$ cat config.mk
export PLATFORM = sky130hd
export DESIGN_NAME = rtc_bus_sequencer
export DESIGN_NICKNAME = d
export VERILOG_FILES = /design/src/rtl/rtc_bus_sequencer.sv
export SDC_FILE = /design/constraint.sdc
export NUM_CORES = 1
export LEC_CHECK = 0
export ABC_AREA = 0
export CELL_PAD_IN_SITES_DETAIL_PLACEMENT = 0
export CELL_PAD_IN_SITES_GLOBAL_PLACEMENT = 1
export CORE_MARGIN = 8
export CORE_UTILIZATION = 42
export DETAILED_ROUTE_END_ITERATION = 8
export PLACE_DENSITY_LB_ADDON = 0.2
export SYNTH_ARGS = -nofsm -noshare
export SYNTH_HDL_FRONTEND = slang
export SYNTH_SLANG_ARGS = --single-unit
$ cat constraint.sdc
create_clock -name clk -period 3.4 [get_ports clk]
set_input_delay 0.68 -clock clk [delete_from_list [all_inputs] [get_ports clk]]
set_output_delay 0.68 -clock clk [all_outputs]
set_load 0.01 [all_outputs]
$ cat src/rtl/rtc_bus_sequencer.sv
// rtc_bus_sequencer
//   Sequences one multiplexed address/data RTC bus transaction (read or
//   write) per start pulse. First an address phase with a strobe, then an
//   address hold, then a data phase with a strobe, then a recovery phase.
//   A single-cycle completion pulse ends the transaction.
//
// Parameters
//   T_PULSE  width in clk cycles of each CS/strobe-active phase (1..255)
//   T_GAP    width in clk cycles of each hold/recovery phase   (1..255)
//
// Ports
//   clk        system clock, rising edge
//   reset      asynchronous active-high reset
//   start_rd   read request pulse
//   start_wr   write request pulse (wins over start_rd)
//   addr       RTC register address, latched at acceptance
//   wdata      write data, latched at acceptance
//   RTC_out    data read back from the RTC bus
//   RTC_in     value driven onto the RTC bus
//   bus_oe     1 = FPGA drives RTC_in onto the bus
//   A_D        0 = address phase, 1 = data phase
//   CS, RD, WR active-low chip select / read strobe / write strobe
//   rdata      last captured read data
//   busy       high from acceptance through DONE
//   listo      single-cycle completion pulse
//
// state     | meaning
// ----------+-----------------------------------------------
// IDLE      | bus released, waiting for a start pulse
// ADDR      | address driven, CS and WR low (T_PULSE cycles)
// ADDR_HOLD | address held, strobes high (T_GAP cycles)
// DATA      | data phase, CS plus RD or WR low (T_PULSE cycles)
// RECOVER   | strobes high, write data held (T_GAP cycles)
// DONE      | one cycle, listo pulse

module rtc_bus_sequencer #(
  parameter int T_PULSE = 10,
  parameter int T_GAP   = 5
) (
  input  logic       clk,
  input  logic       reset,
  input  logic       start_rd,
  input  logic       start_wr,
  input  logic [7:0] addr,
  input  logic [7:0] wdata,
  input  logic [7:0] RTC_out,
  output logic [7:0] RTC_in,
  output logic       bus_oe,
  output logic       A_D,
  output logic       CS,
  output logic       RD,
  output logic       WR,
  output logic [7:0] rdata,
  output logic       busy,
  output logic       listo
);

  // The counter is loaded with the phase length minus one on entry and the
  // phase ends on the cycle it reads zero.
  localparam logic [7:0] PULSE_LD = 8'(T_PULSE - 1);
  localparam logic [7:0] GAP_LD   = 8'(T_GAP - 1);

  typedef enum logic [2:0] {
    IDLE, ADDR, ADDR_HOLD, DATA, RECOVER, DONE
  } state_t;

  state_t     state, state_nxt;
  logic [7:0] cnt, cnt_nxt;
  logic       op_wr, op_wr_nxt;
  logic [7:0] addr_q, addr_nxt;
  logic [7:0] wdata_q, wdata_nxt;
  logic [7:0] rdata_nxt;

  logic [7:0] rtc_in_nxt;
  logic       bus_oe_nxt, a_d_nxt, cs_nxt, rd_nxt, wr_nxt, busy_nxt, listo_nxt;

  // Next-state, counter and request latch.
  always_comb begin
    state_nxt = state;
    op_wr_nxt = op_wr;
    addr_nxt  = addr_q;
    wdata_nxt = wdata_q;
    cnt_nxt   = cnt;
    rdata_nxt = rdata;

    case (state)
      IDLE: begin
        if (start_rd || start_wr) begin
          state_nxt = ADDR;
          op_wr_nxt = start_wr;
          addr_nxt  = addr;
          wdata_nxt = wdata;
        end
      end
      ADDR:      if (cnt == 8'd0) state_nxt = ADDR_HOLD;
      ADDR_HOLD: if (cnt == 8'd0) state_nxt = DATA;
      DATA: begin
        if (cnt == 8'd0) begin
          state_nxt = RECOVER;
          if (!op_wr) rdata_nxt = RTC_out;
        end
      end
      RECOVER:   if (cnt == 8'd0) state_nxt = DONE;
      DONE:      state_nxt = IDLE;
      default:   state_nxt = IDLE;
    endcase

    if (state_nxt != state) begin
      case (state_nxt)
        ADDR, DATA:         cnt_nxt = PULSE_LD;
        ADDR_HOLD, RECOVER: cnt_nxt = GAP_LD;
        default:            cnt_nxt = 8'd0;
      endcase
    end else if (cnt != 8'd0) begin
      cnt_nxt = cnt - 8'd1;
    end
  end

  // Bus outputs are decoded from the upcoming state and registered, so the
  // pins come straight from flops and change exactly on phase boundaries.
  always_comb begin
    rtc_in_nxt = 8'h00;
    bus_oe_nxt = 1'b0;
    a_d_nxt    = 1'b1;
    cs_nxt     = 1'b1;
    rd_nxt     = 1'b1;
    wr_nxt     = 1'b1;
    busy_nxt   = 1'b1;
    listo_nxt  = 1'b0;

    case (state_nxt)
      IDLE: busy_nxt = 1'b0;
      ADDR: begin
        a_d_nxt    = 1'b0;
        cs_nxt     = 1'b0;
        wr_nxt     = 1'b0;
        bus_oe_nxt = 1'b1;
        rtc_in_nxt = addr_nxt;
      end
      ADDR_HOLD: begin
        a_d_nxt    = 1'b0;
        bus_oe_nxt = 1'b1;
        rtc_in_nxt = addr_nxt;
      end
      DATA: begin
        cs_nxt = 1'b0;
        if (op_wr_nxt) begin
          wr_nxt     = 1'b0;
          bus_oe_nxt = 1'b1;
          rtc_in_nxt = wdata_nxt;
        end else begin
          rd_nxt = 1'b0;
        end
      end
      RECOVER: begin
        if (op_wr_nxt) begin
          bus_oe_nxt = 1'b1;
          rtc_in_nxt = wdata_nxt;
        end
      end
      DONE:    listo_nxt = 1'b1;
      default: busy_nxt  = 1'b0;
    endcase
  end

  always_ff @(posedge clk or posedge reset) begin
    if (reset) begin
      state   <= IDLE;
      cnt     <= 8'd0;
      op_wr   <= 1'b0;
      addr_q  <= 8'h00;
      wdata_q <= 8'h00;
      rdata   <= 8'h00;
      RTC_in  <= 8'h00;
      bus_oe  <= 1'b0;
      A_D     <= 1'b1;
      CS      <= 1'b1;
      RD      <= 1'b1;
      WR      <= 1'b1;
      busy    <= 1'b0;
      listo   <= 1'b0;
    end else begin
      state   <= state_nxt;
      cnt     <= cnt_nxt;
      op_wr   <= op_wr_nxt;
      addr_q  <= addr_nxt;
      wdata_q <= wdata_nxt;
      rdata   <= rdata_nxt;
      RTC_in  <= rtc_in_nxt;
      bus_oe  <= bus_oe_nxt;
      A_D     <= a_d_nxt;
      CS      <= cs_nxt;
      RD      <= rd_nxt;
      WR      <= wr_nxt;
      busy    <= busy_nxt;
      listo   <= listo_nxt;
    end
  end

endmodule

==> metrics.yaml <==
yosys:
  yosys_register_bits: 51
  yosys_most_used_dff: "dfrtp_1"
  synth_top_family_by_area: "multiplexers"
  yosys-mux-area-fraction: 0.149
  synthAdderAreaFrac: 0.00560
  synth_edf_count: 0
  yosys-top-cells-count: "dfrtp_1 (47), inv_1 (21), mux2i_1 (19)"
  ys_types: 44
  synthSimpleGateAreaFrac: 0.106
  synthCells: 188
  synth.top_cell.area_share: 0.526
  yosysWarnings: 0
  syn_area_um2: 2240
  synth_compound_area_frac: 0.0923
  async_flop_share: 1.00
  synth-seq-area-share: 0.573
  synth_fp_nets: 217
  avgSynthCellArea_um2: 11.9
  synth_top_area_cell: "dfrtp_1"
  yosys-top-cells-area: "dfrtp_1 (53%), mux2i_1 (8.5%), mux2_4 (5.4%), dfstp_2 (4.7%), inv_1 (3.5%)"
  yosysMostFrequentCell: "dfrtp_1"
  synth_xor_area_frac: 0.0196
final_layout:
  syn_to_final_growth_pct: 30.4
  fin_util: 0.567
  num-fill-cells: 495
  final_nets: 268
  multiInputGateArea_um2: 836
  n_antenna_cell: 0
  seqCellArea_um2: 1280
  postLayoutCellArea_um2: 2920
  drive_above_1_share: 0.133
  post_layout_nonfiller_instances: 310
worst_hold_path:
  min_path_type: "register to register"
grt:
  grt_overflow: 0
  grt_pass1_wl_um: 7960
  grt_pass1_vias: 1613
  grt_max_degree: 36
  antenna_found_initial: 0
  track_usage: 0.129
power:
  p_leak_nw: 1.39
  power_density_nw_per_um2: 876
  power_mw: 2.56
  ir_worst_vdd_v: 0.000372
sta:
  setup-violations-final: 0
  clock_skew_ns: 0.00522
  rsz0062_at_grt: "false"
  hold_viol_final: 0
  fin_crit_sh: 0.780
  hold_ws_ns: 0.490
  relSlewSlack: 0.670
  min_period_ns: 2.65
  worst_pin_slew_ns: 0.483
  tns_ns: 0
  fin_ws_ns: 0.749
  final_max_slew_viol_count: 0
  max_freq_ghz: 0.377
floorplan:
  dieArea_um2: 7910
  start_util: 0.435
  core-area_um2: 5140
  die_x_um: 89.0
  row_count: 26
  die_h_um: 89.0
  ios: 51
clock_tree:
  clk_latency_ns: 0.30
  cts_resized: 0
  cts_hold_buffers: 0
  path_clk_slew_ns: 0.09
  cts_num_sinks: 51
  cts_root_buf: "clkbuf_8"
  h-tree-depth: 2
  cts_tree: "done"
  postCtsSetupBuffers: 0
  cts_buffer_depth: 2
  cts_inserted_buffers: 5
critical_path:
  rrSetupSlack_ns: 0.75
  critPathArrivalTime_ns: 2.84
  endpoint_kind: "register"
  critPathLaunchType: "register"
  worst-path-max-fanout: 12
  worstPathRequired_ns: 3.59
  worst-setup-path-type: "register to register"
place:
  dp_slack_ns: 0.753
  placed_cell_area_um2: 2810
  portBuffers: 50
  dp_hpwl_um: 3380
  place_congestion: 0.793
  placed_cells: 302
route:
  drcViolationCount: 0
  viasPerCell: 4.95
  vias: 1536
  wirelength_um: 4660
  top_layer_used: "met4"
  ant_nets: 0
  m1WireLength_um: 2200
  drtIter0Drc: 68
  met3_wirelength_um: 338
  dr.pass1.iters: 4
  met2_wirelength_um: 2100
  wl_per_cell_um: 15.0
run_status:
  status: "finished clean"
run:
  maxCapViolCount: 0
routing by layer:
layer,vias to the layer above,track usage
met1,750,0.171
met5,-,0
met3,2,0.0432
met2,40,0.197
met4,0,0.0317
li1,744,-
where the power goes:
| part | internal (mW) | switching (mW) |
|---|---|---|
| Sequential | 0.898 | 0.172 |
| Combinational | 0.578 | 0.491 |
| Clock | 0.220 | 0.197 |
cell usage in the layout (no fill, tap or decap), types with 2 or more instances in the layout:
master           instances
a21oi_1                  7
buf_4                    3
clkbuf_8                 5
clkdlybuf4s50_1         50
dfrtp_1                 47
dfstp_2                  4
inv_1                   20
mux2_2                   2
mux2_4                   8
mux2i_1                 19
nand2_1                  5
nand2b_1                 3
nand3_1                  4
nand3b_1                 2
nor2_1                  10
nor3_1                   3
nor4_1                   2
o211ai_1                 2
o21ai_0                  2
o22ai_1                  9
or3_1                    3
xnor2_1                  4
kinds of logic (layout without fill, tap and decap cells):
family,count (synthesis),in the layout
and+or+nand+nor,40,40
muxes,29,29
buffers and inverters,30,82
DFF,51,51
xor gates and xnor gates,5,5
AOI/OAI and AO/OA,32,32
adders and majority gates,1,1
layout make-up:
| type | instances | area share |
|---|---|---|
| clock buffers | 6 | 0.0249 |
| clock inverters | 2 | 0.0129 |
| inverters | 21 | 0.0270 |
| multi-input cells | 107 | 0.287 |
| flip-flops and latches | 51 | 0.439 |
| well taps | 70 | 0.0300 |
| repair buffers | 53 | 0.179 |
path summary, 6_finish.rpt:
kind,startpoint,end,cells past startpoint
worst max-delay path,cnt[0],rdata[5],6
worst min-delay path,wdata_q[6],wdata_q[6],2
worst max register to register,cnt[0],rdata[5],6
worst min register to register,wdata_q[6],wdata_q[6],2
max in group asynchronous,reset,A_D,3
min in group asynchronous,reset,rdata[4],2
critical path, cell delays in order (launching register included):
cell and delay, ns:
dfrtp_1 0.42, inv_1 0.09, ha_1 0.18, nor3b_2 0.44, nand2_2 0.26, or4b_1 0.77, mux2_4 0.38
sequential cells by signal, indices dropped and copies added, names as in the netlist:
name,flops
A_D,1
CS,1
RD,1
RTC_in,8
WR,1
addr_q,8
bus_oe,1
busy,1
cnt,8
listo,1
op_wr,1
rdata,8
state,3
wdata_q,8
(Power assumes the default switching activity.)
